$ cat src/rtl/fifo_27_reader_if.sv
// Read-side bundle for fifo_27_reader: FIFO read port plus the downstream valid/ready stream.
interface fifo_27_reader_if #(
  parameter int unsigned WIDTH = 27
);
  logic [WIDTH-1:0] fifo_dout;
  logic             fifo_empty;
  logic             fifo_rst_busy;
  logic             fifo_rd_en;
  logic [WIDTH-1:0] out_data;
  logic             out_valid;
  logic             out_ready;

  modport master (
    input  fifo_dout, fifo_empty, fifo_rst_busy, out_ready,
    output fifo_rd_en, out_data, out_valid
  );

  modport slave (
    output fifo_dout, fifo_empty, fifo_rst_busy, out_ready,
    input  fifo_rd_en, out_data, out_valid
  );
endinterface

$ cat src/rtl/fifo_27_reader.sv
// Drains a standard-mode FIFO: issues reads, captures dout after the read latency into a
// small circular skid buffer, and presents it as a full-throughput valid/ready stream.
module fifo_27_reader #(
  parameter int unsigned WIDTH        = 27,
  parameter int unsigned READ_LATENCY = 1,
  parameter int unsigned DEPTH        = 2,
  parameter int unsigned CNT_W        = 16
) (
  input  logic             read_clk,
  input  logic             rst_n,
  fifo_27_reader_if.master bus,
  output logic [CNT_W-1:0] words_out,
  output logic             overflow_err
);
  localparam int unsigned PTR_W = (DEPTH > 1) ? $clog2(DEPTH) : 1;
  localparam int unsigned OCC_W = $clog2(DEPTH + 1);
  localparam int unsigned INF_W = $clog2(READ_LATENCY + 1);
  localparam int unsigned SUM_W = $clog2(DEPTH + READ_LATENCY + 2);

  logic [WIDTH-1:0]        mem [DEPTH];
  logic [PTR_W-1:0]        head, tail, head_n, tail_n;
  logic [OCC_W-1:0]        occ, occ_n;
  logic [READ_LATENCY-1:0] issue_sr;
  logic                    run;
  logic [INF_W-1:0]        inflight;
  logic                    pop, capture, full, wr, rd_en_c;
  logic [WIDTH-1:0]        head_data_n;

  function automatic logic [PTR_W-1:0] wrap_inc(input logic [PTR_W-1:0] p);
    return (p == PTR_W'(DEPTH - 1)) ? '0 : p + PTR_W'(1);
  endfunction

  // Reads issued but not yet returned
  always_comb begin
    inflight = '0;
    for (int i = 0; i < int'(READ_LATENCY); i++) begin
      inflight = inflight + INF_W'(issue_sr[i]);
    end
  end

  assign pop     = bus.out_valid && bus.out_ready;
  assign capture = issue_sr[READ_LATENCY-1];
  assign full    = (occ == OCC_W'(DEPTH));
  assign wr      = capture && (!full || pop);

  // Only issue when the word is guaranteed a slot on return; run blocks the first cycle out of reset
  assign rd_en_c = run && !bus.fifo_empty && !bus.fifo_rst_busy &&
                   ((SUM_W'(occ) + SUM_W'(inflight) + SUM_W'(1)) <= (SUM_W'(DEPTH) + SUM_W'(pop)));
  assign bus.fifo_rd_en = rd_en_c;

  always_comb begin
    head_n = pop ? wrap_inc(head) : head;
    tail_n = wr  ? wrap_inc(tail) : tail;
    occ_n  = occ;
    if (wr && !pop) begin
      occ_n = occ + OCC_W'(1);
    end else if (!wr && pop) begin
      occ_n = occ - OCC_W'(1);
    end
    // New head is the word being captured when everything older has just left
    head_data_n = (wr && (tail == head_n)) ? bus.fifo_dout : mem[head_n];
  end

  always_ff @(posedge read_clk or negedge rst_n) begin
    if (!rst_n) begin
      run           <= 1'b0;
      issue_sr      <= '0;
      head          <= '0;
      tail          <= '0;
      occ           <= '0;
      bus.out_data  <= '0;
      bus.out_valid <= 1'b0;
      words_out     <= '0;
      overflow_err  <= 1'b0;
    end else begin
      run           <= 1'b1;
      issue_sr      <= READ_LATENCY'({issue_sr, rd_en_c});
      head          <= head_n;
      tail          <= tail_n;
      occ           <= occ_n;
      bus.out_valid <= (occ_n != '0);
      if (occ_n != '0) begin
        bus.out_data <= head_data_n;
      end
      if (pop) begin
        words_out <= words_out + CNT_W'(1);
      end
      if (capture && full && !pop) begin
        overflow_err <= 1'b1;
      end
    end
  end

  // Buffer storage needs no reset: occ gates every read of it
  always_ff @(posedge read_clk) begin
    if (wr) begin
      mem[tail] <= bus.fifo_dout;
    end
  end
endmodule

$ cat src/flat_wrapper.sv
// flat-port wrapper written by rule: the top's interface ports become plain ports
module fifo_27_reader_flat 
#(
  parameter int unsigned WIDTH        = 27,
  parameter int unsigned READ_LATENCY = 1,
  parameter int unsigned DEPTH        = 2,
  parameter int unsigned CNT_W        = 16
)
  (read_clk, rst_n, words_out, overflow_err, bus_fifo_dout, bus_fifo_empty, bus_fifo_rst_busy, bus_out_ready, bus_fifo_rd_en, bus_out_data, bus_out_valid);
  fifo_27_reader_if #(.WIDTH(WIDTH)) bus_i ();
  input  logic read_clk;
  input  logic rst_n;
  output logic [CNT_W-1:0] words_out;
  output logic overflow_err;
  input wire logic [$bits(bus_i.fifo_dout)-1:0] bus_fifo_dout;
  input wire logic [$bits(bus_i.fifo_empty)-1:0] bus_fifo_empty;
  input wire logic [$bits(bus_i.fifo_rst_busy)-1:0] bus_fifo_rst_busy;
  input wire logic [$bits(bus_i.out_ready)-1:0] bus_out_ready;
  output wire logic [$bits(bus_i.fifo_rd_en)-1:0] bus_fifo_rd_en;
  output wire logic [$bits(bus_i.out_data)-1:0] bus_out_data;
  output wire logic [$bits(bus_i.out_valid)-1:0] bus_out_valid;
  assign bus_i.fifo_dout = bus_fifo_dout;
  assign bus_i.fifo_empty = bus_fifo_empty;
  assign bus_i.fifo_rst_busy = bus_fifo_rst_busy;
  assign bus_i.out_ready = bus_out_ready;
  assign bus_fifo_rd_en = bus_i.fifo_rd_en;
  assign bus_out_data = bus_i.out_data;
  assign bus_out_valid = bus_i.out_valid;
  fifo_27_reader #(.WIDTH(WIDTH), .READ_LATENCY(READ_LATENCY), .DEPTH(DEPTH), .CNT_W(CNT_W)) u_core (.read_clk(read_clk), .rst_n(rst_n), .bus(bus_i), .words_out(words_out), .overflow_err(overflow_err));
endmodule
$ cat config.mk
export PLATFORM = sky130hd
export DESIGN_NAME = fifo_27_reader_flat
export DESIGN_NICKNAME = d
export VERILOG_FILES = /design/src/rtl/fifo_27_reader_if.sv /design/src/rtl/fifo_27_reader.sv /design/src/flat_wrapper.sv
export SDC_FILE = /design/constraint.sdc
export NUM_CORES = 1
export LEC_CHECK = 0
export ABC_AREA = 1
export BUFFER_PORTS_ARGS = -buffer_cell sky130_fd_sc_hd__buf_2
export CAP_MARGIN = 20
export CORE_ASPECT_RATIO = 1.5
export CORE_UTILIZATION = 45
export CTS_CLUSTER_SIZE = 24
export DETAILED_ROUTE_END_ITERATION = 8
export PLACE_DENSITY = 0.74
export SLEW_MARGIN = 20
export SYNTH_ARGS = -nofsm -noshare
export SYNTH_HDL_FRONTEND = slang
export SYNTH_SLANG_ARGS = --single-unit
$ cat constraint.sdc
create_clock -name read_clk -period 3.5 [get_ports read_clk]
set_input_delay 0.525 -clock read_clk [delete_from_list [all_inputs] [get_ports read_clk]]
set_output_delay 0.525 -clock read_clk [all_outputs]
set_load 0.02 [all_outputs]
==> metrics.cfg, run 1 <==
[layout]
drive_gt1_share_pct=20.1
finalNonFillerCells=732
area_growth_pct=15.8
final_common_cell=nand2_1
layout_common_cells=nand2_1 (125), nand3_1 (93), buf_2 (77)
final_area_um2=5690
nets=619

[cts]
cts_hold_buffers=0
clock_latency_ns=0.34
post_cts_buffers=0
root_buffer=clkbuf_16
cts_sinks=105
path_clk_slew_ns=0.07
numCtsBuffers=9
h-tree-depth=3
clk_path_buf_depth=2
cts-resized-gates=0
cts_tree=built

[sta]
drv_slew=0
timing.fmax_ghz=0.397
finalSetupTns_ns=0
final_hold_viol_count=0
setup_viol=0
fin_hold_ws_ns=0.230
max_slew.worst_pin.slew_ns=0.711
skew_ns=0.00411
fin_crit_sh_pct=71.9
rsz0062_at_grt=no
maxSlewHeadroom_pct=52.6
period_minus_slack_ns=2.52

[yosys]
synth_simple_gate_area_share_pct=24.9
ys_top_cells_by_area=edfxtp_1 (33%), dfrtp_1 (26%), nand2_1 (9.5%), nand3_1 (9.5%), inv_1 (5.7%)
syn_area_um2=4910
ys_seq_area_share_pct=59.0
synth_adder_area_share_pct=1.27
synth-edff-count=54
synth_compound_area_share_pct=3.56
synth_top_area_cell=edfxtp_1
ys_seq_elements=105
synth_xor_area_share_pct=1.60
synth_cell_type_count=34
yosys-mux-area-fraction_pct=0
synthesis.nets=547
yosysWarnings=0
synth_top_family_by_area=simple AND/OR/NAND/NOR gates
ys_async_sr_fraction_pct=48.6
synth.avg_cell_area_um2=9.64
synthFlopType=edfxtp_1
synth_top_area_share_pct=33.0
syn_inst=510

[placed_design]
gp_congestion=0.847
placed_cell_area_um2=5340
hpwl_um=6830
dp.cells=715
port_buffers=77

[worst_setup_path]
crit_arrival_ns=1.99
cp.required_ns=2.97
end_kind=output pin
crit_path_start=u_core.bus.out_valid
reg2reg_depth=9
cp-start-kind=flip-flop
crit_type=reg2out
critical_path_peak_fanout=13
r2r-end=u_core.bus.out_data[2]
rrSetupSlack_ns=1.27
worstReg2RegStart=u_core.occ[0]

[floorplan]
start_util_pct=46.4
die_y_um=130
core-area_um2=10600
ioPinCount=78
row_count=46
fp.dieArea_um2=11400
chipWidth_um=87.3

[routing]
drtIter0Drc=181
num_vias=3657
drc=0
routed_wl_um=10400
postRouteAntennaNets=0
wl_per_cell_um=14.2
vias_per_cell=5.00
drtPass1Iterations=7

[run]
max_cap_violations=0

[worst_hold_path]
hold_path.class=in2async

[global_route]
top_usage_layer=met2
grt_remaining_overflow=0
use_met3_pct=3.16
grt_antenna_before_repair=0
grtUsageMet2_pct=35.2
grt_pass1_vias=3488
grtUsageTotal_pct=19.4
grt_pass1_wl_um=16700
grt_max_degree=32
grtUsageMet1_pct=21.9

[power_and_ir_drop]
p_leak_nw=2.74
peakVddDrop_uv=323
powerDensity_nw_per_um2=849

[status]
outcome=complete, no violations

area by class of cell:
type                       instances  area, um2
antenna                            1       2.50
timing repair buffer              83        430
tap                              144        180
clock inverter                     5        103
multi-input combinational        307       1550
sequential                       105       2900
fill                             963       4900
inverter                          76        287
clock buffer                      11        243
cell usage after synthesis, drive strengths merged, types with 2 or more instances:
library cell / instances
buf: 18
dfrtp: 51
nand4: 6
nand2: 133
nor2: 19
inv: 75
nand3b: 3
clkbuf: 4
xnor2: 3
ha: 5
nor3: 2
edfxtp: 54
o21ai: 30
xor2: 6
nand3: 95
cell families (layout without fill, tap and decap cells):
group | Yosys count | after routing
AND/OR/NAND/NOR | 260 | 260
flip-flops | 105 | 105
buffers and inverters | 98 | 175
AO/OA/AOI/OAI | 32 | 32
XOR/XNOR | 9 | 9
adder cells (fa/ha/maj) | 5 | 5
other | 1 | 2
metrics by stage:
stage / worst slack (ns) / total power [W] / utilization, %
global route: 0.748 / 0.00515 / 53.7
finish: 0.984 / 0.00483 / 53.7
CTS: 0.954 / 0.00487 / 53.7
global placement: 1.17 / 0.00364 / 50.4
floorplan: 0.846 / 0.00329 / -
detailed placement: 1.16 / 0.00371 / 50.4
registers in the layout, indices dropped and copies added, names as in the netlist:
signal	cells
u_core.overflow_err	1
u_core.mem	54
u_core.bus.out_data	27
u_core.words_out	16
u_core.bus.out_valid	1
u_core.head	1
u_core.run	1
u_core.capture	1
u_core.tail	1
u_core.occ	2
critical path, cell delays in order (launching register included):
cell      delay, ns
dfrtp_1        0.47
nand2_4        0.22
clkinv_2       0.16
ha_1           0.31
nor3b_1        0.04
nor4_1         0.21
buf_2          0.22
power breakdown:
group          internal, W  total [W]  switching [W]
clock             0.000718    0.00115       0.000433
combinational     0.000573    0.00187        0.00130
sequential         0.00160    0.00181       0.000210
total              0.00289    0.00483        0.00194
how the worst max path moves through the flow:
stage | cells past startpoint | slack [ns] | endpoint
finish | 6 | 0.98 | bus_fifo_rd_en
global route | 6 | 0.75 | bus_fifo_rd_en
CTS | 6 | 0.95 | bus_fifo_rd_en
detailed placement | 9 | 1.16 | u_core.bus.out_data[6]
global placement | 7 | 1.17 | bus_fifo_rd_en
floorplan | 5 | 0.85 | u_core.mem[1][0]
layer usage:
metal,wire length [um],up-vias,share of wire [%]
li1,-,1792,-
met1,4050,1733,39
met2,5700,106,55
met3,420,26,4.0
met4,238,0,2.3
met5,0,-,0
Power figures use the tool's default switching activity.
==> run 2: changes to the inputs <==
--- a/config.mk
+++ b/config.mk
@@ -12,7 +12,7 @@
 export CORE_UTILIZATION = 45
 export CTS_CLUSTER_SIZE = 24
 export DETAILED_ROUTE_END_ITERATION = 8
-export PLACE_DENSITY = 0.74
+export PLACE_DENSITY = 0.76
 export SLEW_MARGIN = 20
 export SYNTH_ARGS = -nofsm -noshare
 export SYNTH_HDL_FRONTEND = slang
==> constraint.sdc (replaced) <==
create_clock -name read_clk -period 2.1 [get_ports read_clk]
set_input_delay 0.315 -clock read_clk [delete_from_list [all_inputs] [get_ports read_clk]]
set_output_delay 0.315 -clock read_clk [all_outputs]
set_load 0.02 [all_outputs]
==> run 2 against run 1 <==
Worst hold slack got worse by 0.071 ns. Clock power rose by 49%. Clock-buffer cell count fell by 2. Flip-flop and latch count did not move. Routed wire length rose by 3.9%. Largest cell class unchanged.
==> metrics.cfg, run 2 (same netlist as run 1, synthesis figures left out) <==
[status]
outcome=complete, no violations

[layout]
nFillCells=961  ; -0.21%
final_common_cell=nand2_1
largest_reg_flops=54  ; unchanged
largest_register=u_core.mem
largestRegisters=u_core.mem x54, u_core.bus.out_data x27, u_core.words_out x16
antennaDiodeCount=0  ; -1
drive_gt1_share_pct=23.8  ; +3.7 points
area_growth_pct=19.9
layout_common_cells=nand2_1 (124), nand3_1 (93), buf_2 (76)
seq_area_um2=2900  ; about the same
nets=636  ; +2.7%
multi_input_area_um2=1630  ; +5.0%
finalNonFillerCells=748  ; +2.2%

[worst_setup_path]
slowest_stage=dfrtp_1
worstReg2RegStart=u_core.occ[0]
cp.required_ns=1.78  ; -1.19 ns
slowest_delay_ns=0.40  ; -0.07 ns
crit_path_cell_trace=inv_2, ha_4, inv_2, ha_4, nor3b_2, nor4_2, buf_4
crit_path_start=u_core.capture
crit_type=reg2out
crit_arrival_ns=1.72  ; -0.27 ns
end_kind=output pin
critical_path_peak_fanout=2  ; -11
cp-start-kind=flip-flop

[routing]
drc=0  ; unchanged
drtIter0Drc=210  ; +16%
drtPass1Iterations=4  ; -3
routed_wl_um=10800  ; +3.9%
postRouteAntennaNets=0  ; unchanged
vias_per_cell=4.97  ; -0.48%
num_vias=3719  ; +1.7%
wl_per_cell_um=14.5  ; +1.7%

[sta]
final.setup.worst_slack_ns=0.0691  ; -0.915 ns
fin_crit_sh_pct=96.7
final_hold_viol_count=0  ; unchanged
timing.fmax_ghz=0.492
period_minus_slack_ns=2.03
finalSetupTns_ns=0  ; unchanged
rsz0062_at_grt=yes
setup_viol=0  ; unchanged
skew_ns=0.00746  ; +0.00336 ns
drv_slew=0  ; unchanged

[cts]
clock_latency_ns=0.35  ; about the same
h-tree-depth=3  ; unchanged
cts_tree=built
numCtsBuffers=9  ; unchanged
root_buffer=clkbuf_16
cts_sinks=105  ; unchanged
clk_path_buf_depth=2  ; unchanged
path_clk_slew_ns=0.07  ; about the same

[global_route]
grt_antenna_before_repair=0  ; unchanged
grt_pass1_wl_um=17300  ; +3.5%
grt_pass1_vias=3729  ; +6.9%
grt_remaining_overflow=0  ; unchanged
grt_max_degree=52  ; +63%
grtUsageTotal_pct=20.1  ; +0.67 points

[floorplan]
row_count=46  ; unchanged
fp.dieArea_um2=11400  ; unchanged
core-area_um2=10600  ; unchanged
ioPinCount=78  ; unchanged
chipWidth_um=87.3  ; unchanged
start_util_pct=46.4  ; unchanged
die_y_um=130  ; unchanged

[worst_hold_path]
hold_path.startpoint=bus_fifo_dout[3]
hold_path.class=in2reg

[placed_design]
gp_congestion=0.820  ; -3.2%
hpwl_um=7270  ; +6.4%
port_buffers=77  ; unchanged
dp.cells=723  ; +1.1%
dp_worst_setup_slack_ns=0.253  ; -0.904 ns

[power_and_ir_drop]
p_leak_nw=2.81  ; +2.5%
powerDensity_nw_per_um2=1400  ; +65%
peakVddDrop_uv=529  ; +64%

[run]
max_cap_violations=0  ; unchanged

[run 2: changes by cell type in the layout (fill, tap and decap cells not counted), moves of 2 or more]
cell,before,now
buf_6,0,3
ha_4,0,3
buf_12,0,2
inv_2,1,3
inv_1,74,72
buf_4,6,17
ha_1,5,2
clkinv_4,0,2
bufinv_16,3,1
[run 2: metrics by stage]
stage	cell area [um2]	util, %	total power (W)	hold WS [ns]
after detailed placement	5430	51.3	0.00631	0.331
after global placement	5430	51.3	0.00619	0.331
after CTS	5850	55.2	0.00819	0.153
final	5890	55.6	0.00824	0.159
after floorplan	4930	-	0.00549	0.0194
after global routing	5890	55.6	0.00878	0.161
[run 2: cell type report]
class | instances | area share, %
Multi-Input combinational cell | 308 | 27.6
Inverter | 76 | 4.93
Sequential cell | 105 | 49.2
Clock inverter | 7 | 1.34
Tap cell | 144 | 3.06
Clock buffer | 9 | 3.82
Timing Repair Buffer | 99 | 10.0
[run 2: worst paths after layout]
path | endpoint | slack, ns | cells after the start
worst max-delay path | bus_fifo_rd_en | 0.07 | 7
max in group asynchronous | u_core.bus.out_valid | 1.36 | 3
worst min register to register | u_core.overflow_err | 0.49 | 1
worst max register to register | u_core.bus.out_data[8] | 0.17 | 10
worst min-delay path | u_core.mem[0][3] | 0.16 | 1
min in group asynchronous | u_core.overflow_err | 0.48 | 3
[run 2: layer usage]
layer	up-vias	routed length, um	track usage, %
li1	1834	-	-
met1	1779	4140	20.2
met2	85	6100	38.6
met3	21	341	3.73
met4	0	245	9.93
met5	-	0	0
[run 2: critical path, delay by kind of cell (launching register included)]
family                     cells  cell delay [ns]
and+or+nand+nor                2             0.33
DFF                            1             0.40
buffers and inverters          3             0.33
adders and majority gates      2             0.33
[run 2: power by group]
group          leakage [nW]  total [W]  switching (W)  internal [W]
sequential             1.11    0.00301       0.000341       0.00267
combinational          1.56    0.00352        0.00231       0.00121
clock                 0.144    0.00171       0.000776      0.000937
total                  2.81    0.00824        0.00343       0.00482
[run 2: timing repair]
item | in CTS | in global routing
setup buffers | 7 | 0
setup endpoints to repair | 1 | 27
pin swaps | 2 | 2
gates cloned | 0 | 1
hold endpoints to repair | 51 | 0
resized for setup | 10 | 6
hold buffers | 1 | 0
==> run 3: changes to the inputs <==
--- a/config.mk
+++ b/config.mk
@@ -9,10 +9,9 @@
 export BUFFER_PORTS_ARGS = -buffer_cell sky130_fd_sc_hd__buf_2
 export CAP_MARGIN = 20
 export CORE_ASPECT_RATIO = 1.5
-export CORE_UTILIZATION = 45
+export CORE_UTILIZATION = 30
 export CTS_CLUSTER_SIZE = 24
 export DETAILED_ROUTE_END_ITERATION = 8
-export PLACE_DENSITY = 0.76
 export SLEW_MARGIN = 20
 export SYNTH_ARGS = -nofsm -noshare
 export SYNTH_HDL_FRONTEND = slang
==> run 3 against run 2 <==
The run now ends with setup timing left. First-iteration DRC count down 18%. Flip-flop and latch count did not move. Cell count is 7.8% higher. Sequential share of layout area hardly changed. Worst setup slack got worse by 0.13 ns. Global-route usage shrank 6.5 points. Maximum frequency decreased by 6.0%. Clock skew rose by 0.00073 ns. Clock power barely moved. Sequential power barely moved. Critical path depth unchanged. Critical endpoint unchanged. Highest routed layer unchanged.
==> metrics.cfg, run 3 (same netlist as run 1, synthesis figures left out) <==
[worst_setup_path]
reg2reg_depth=9  ; -1
crit_arrival_ns=1.85  ; +0.13 ns
end_kind=output pin
critPathTopFamily=simple AND/OR/NAND/NOR gates
slowest_delay_ns=0.39  ; about the same
cp-start-kind=flip-flop
crit_type=reg2out
crit_path_cell_trace=inv_2, ha_4, inv_2, ha_4, nor3b_4, nor4_2, buf_4
critical_path_peak_fanout=3  ; +1
cp.required_ns=1.78  ; about the same
slowest_stage=dfrtp_1
cp.depth=7  ; unchanged
cp.buffers_inverters=3  ; unchanged

[sta]
rsz0062_at_grt=yes
final_hold_viol_count=0  ; unchanged
fin_crit_sh_pct=103  ; +6.2 points
finalSetupTns_ns=-0.0605  ; -0.0605 ns
setup_viol=1  ; +1
timing.fmax_ghz=0.463  ; -6.0%
fin_hold_ws_ns=0.0869  ; -0.0725 ns
period_minus_slack_ns=2.16  ; +0.130 ns
drv_slew=0  ; unchanged
final.setup.worst_slack_ns=-0.0605  ; -0.130 ns
max_slew.worst_pin.slew_ns=0.684
skew_ns=0.00820  ; +0.000735 ns
maxSlewHeadroom_pct=54.4

[layout]
drive_gt1_share_pct=23.3  ; -0.51 points
antennaDiodeCount=0  ; unchanged
largestRegisters=u_core.mem x54, u_core.bus.out_data x27, u_core.words_out x16
area_growth_pct=19.9  ; about the same
nets=632  ; -0.63%
layout_common_cells=nand2_1 (124), nand3_1 (93), buf_2 (76)
final_common_cell=nand2_1
largest_reg_flops=54  ; unchanged
nFillCells=1635  ; +70%
largest_register=u_core.mem

[cts]
path_clk_slew_ns=0.08  ; about the same
numCtsBuffers=9  ; unchanged
h-tree-depth=3  ; unchanged
cts_tree=built
clock_latency_ns=0.35  ; about the same
root_buffer=clkbuf_16
clk_path_buf_depth=2  ; unchanged
cts_sinks=105  ; unchanged

[floorplan]
row_count=57  ; +24%
die_y_um=159  ; +22%
fp.dieArea_um2=16900  ; +49%
ioPinCount=78  ; unchanged
chipWidth_um=107  ; +22%
start_util_pct=30.5  ; -16 points
core-area_um2=16100  ; +52%

[placed_design]
dp_worst_setup_slack_ns=0.237  ; -0.0161 ns
hpwl_um=7530  ; +3.6%
port_buffers=77  ; unchanged
gp_congestion=0.808  ; -1.5%

[global_route]
grt_remaining_overflow=0  ; unchanged
grt_pass1_wl_um=17800  ; +3.4%
grt_antenna_before_repair=0  ; unchanged
grtUsageTotal_pct=13.5  ; -6.5 points
grt_max_degree=52  ; unchanged
grt_pass1_vias=3597  ; -3.5%

[routing]
highest_layer=met4
drtPass1Iterations=4  ; unchanged
drtIter0Drc=173  ; -18%
route.layer.met1.wl_um=4560  ; +10%
drc=0  ; unchanged
wl_per_cell_um=13.8  ; -4.9%
dr_wl_met2_um=5880  ; -3.6%
postRouteAntennaNets=0  ; unchanged
vias_per_cell=4.50  ; -9.5%
routed_wl_um=11100  ; +2.5%
num_vias=3626  ; -2.5%
wl_met3_um=433  ; +27%

[status]
outcome=finished with violations
violations=setup timing

[power_and_ir_drop]
p_leak_nw=2.79  ; -0.53%
peakVddDrop_uv=533  ; +0.75%
powerDensity_nw_per_um2=1380  ; -1.6%

[run]
max_cap_violations=0  ; unchanged

[worst_hold_path]
hold_path.class=in2async

==> run 3: cell types whose count changed in the layout (fill, tap and decap cells not counted), moves of 2 or more <==
cell / before / now
nor2_2: 3 / 1
inv_8: 1 / 4
buf_6: 3 / 0
buf_4: 17 / 20
nor2_4: 2 / 4
clkinvlp_4: 2 / 0
buf_12: 2 / 0
==> run 3: per-layer routing <==
metal,vias to the layer above,track usage [%]
met3,14,2.71
met1,1709,15.1
met2,80,24.7
met5,-,0
met4,0,5.48
li1,1823,-
==> run 3: worst paths after layout <==
| check | from | endpoint | slack, ns |
|---|---|---|---|
| max | u_core.occ[0] | bus_fifo_rd_en | -0.06 |
| min | rst_n | u_core.words_out[10] | 0.09 |
| max reg2reg | u_core.occ[0] | u_core.bus.out_data[24] | 0.18 |
| min reg2reg | u_core.overflow_err | u_core.overflow_err | 0.49 |
| max in group asynchronous | rst_n | u_core.bus.out_data[4] | 1.56 |
| min in group read_clk | bus_fifo_dout[9] | u_core.mem[1][9] | 0.17 |
==> run 3: report_power, final <==
| part | total, W | switching (W) | internal (W) |
|---|---|---|---|
| Clock | 0.00170 | 0.000840 | 0.000855 |
| Combinational | 0.00341 | 0.00226 | 0.00114 |
| Sequential | 0.00301 | 0.000344 | 0.00267 |
| Total | 0.00811 | 0.00345 | 0.00466 |
==> run 3: through the flow <==
step	area (um2)	instances	util, %	total power, W
4_1_cts	5820	803	36.1	0.00807
6_report	5890	806	36.6	0.00811
3_3_place_gp	5500	786	34.1	0.00626
2_1_floorplan	4930	510	-	0.00549
3_5_place_dp	5500	786	34.1	0.00633
5_1_grt	5890	806	36.6	0.00872
==> run 3: what timing repair did <==
item                                    in CTS  in global routing
hold buffers                                 0                  0
endpoints found under the setup margin       1                  1
pin swaps                                    0                  4
resized for setup                            2                  8
setup buffers                                1                  3
==> run 3: worst register-to-register path: cells and delay by family, from the launching register on <==
| kind | cells | cell delay, ns |
|---|---|---|
| AOI/OAI and AO/OA | 1 | 0.20 |
| and+or+nand+nor | 4 | 0.66 |
| DFF | 1 | 0.36 |
| buffers and inverters | 3 | 0.40 |
| adders and majority gates | 1 | 0.25 |
==> run 3: final cells by class <==
cell class | instances | area [um2] | share of cell area [%]
Clock buffer | 9 | 225 | 3.82
Clock inverter | 7 | 78.8 | 1.34
Inverter | 76 | 287 | 4.86
Multi-Input combinational cell | 307 | 1620 | 27.4
Sequential cell | 105 | 2900 | 49.2
Tap cell | 206 | 258 | 4.37
Timing Repair Buffer | 96 | 531 | 9.00
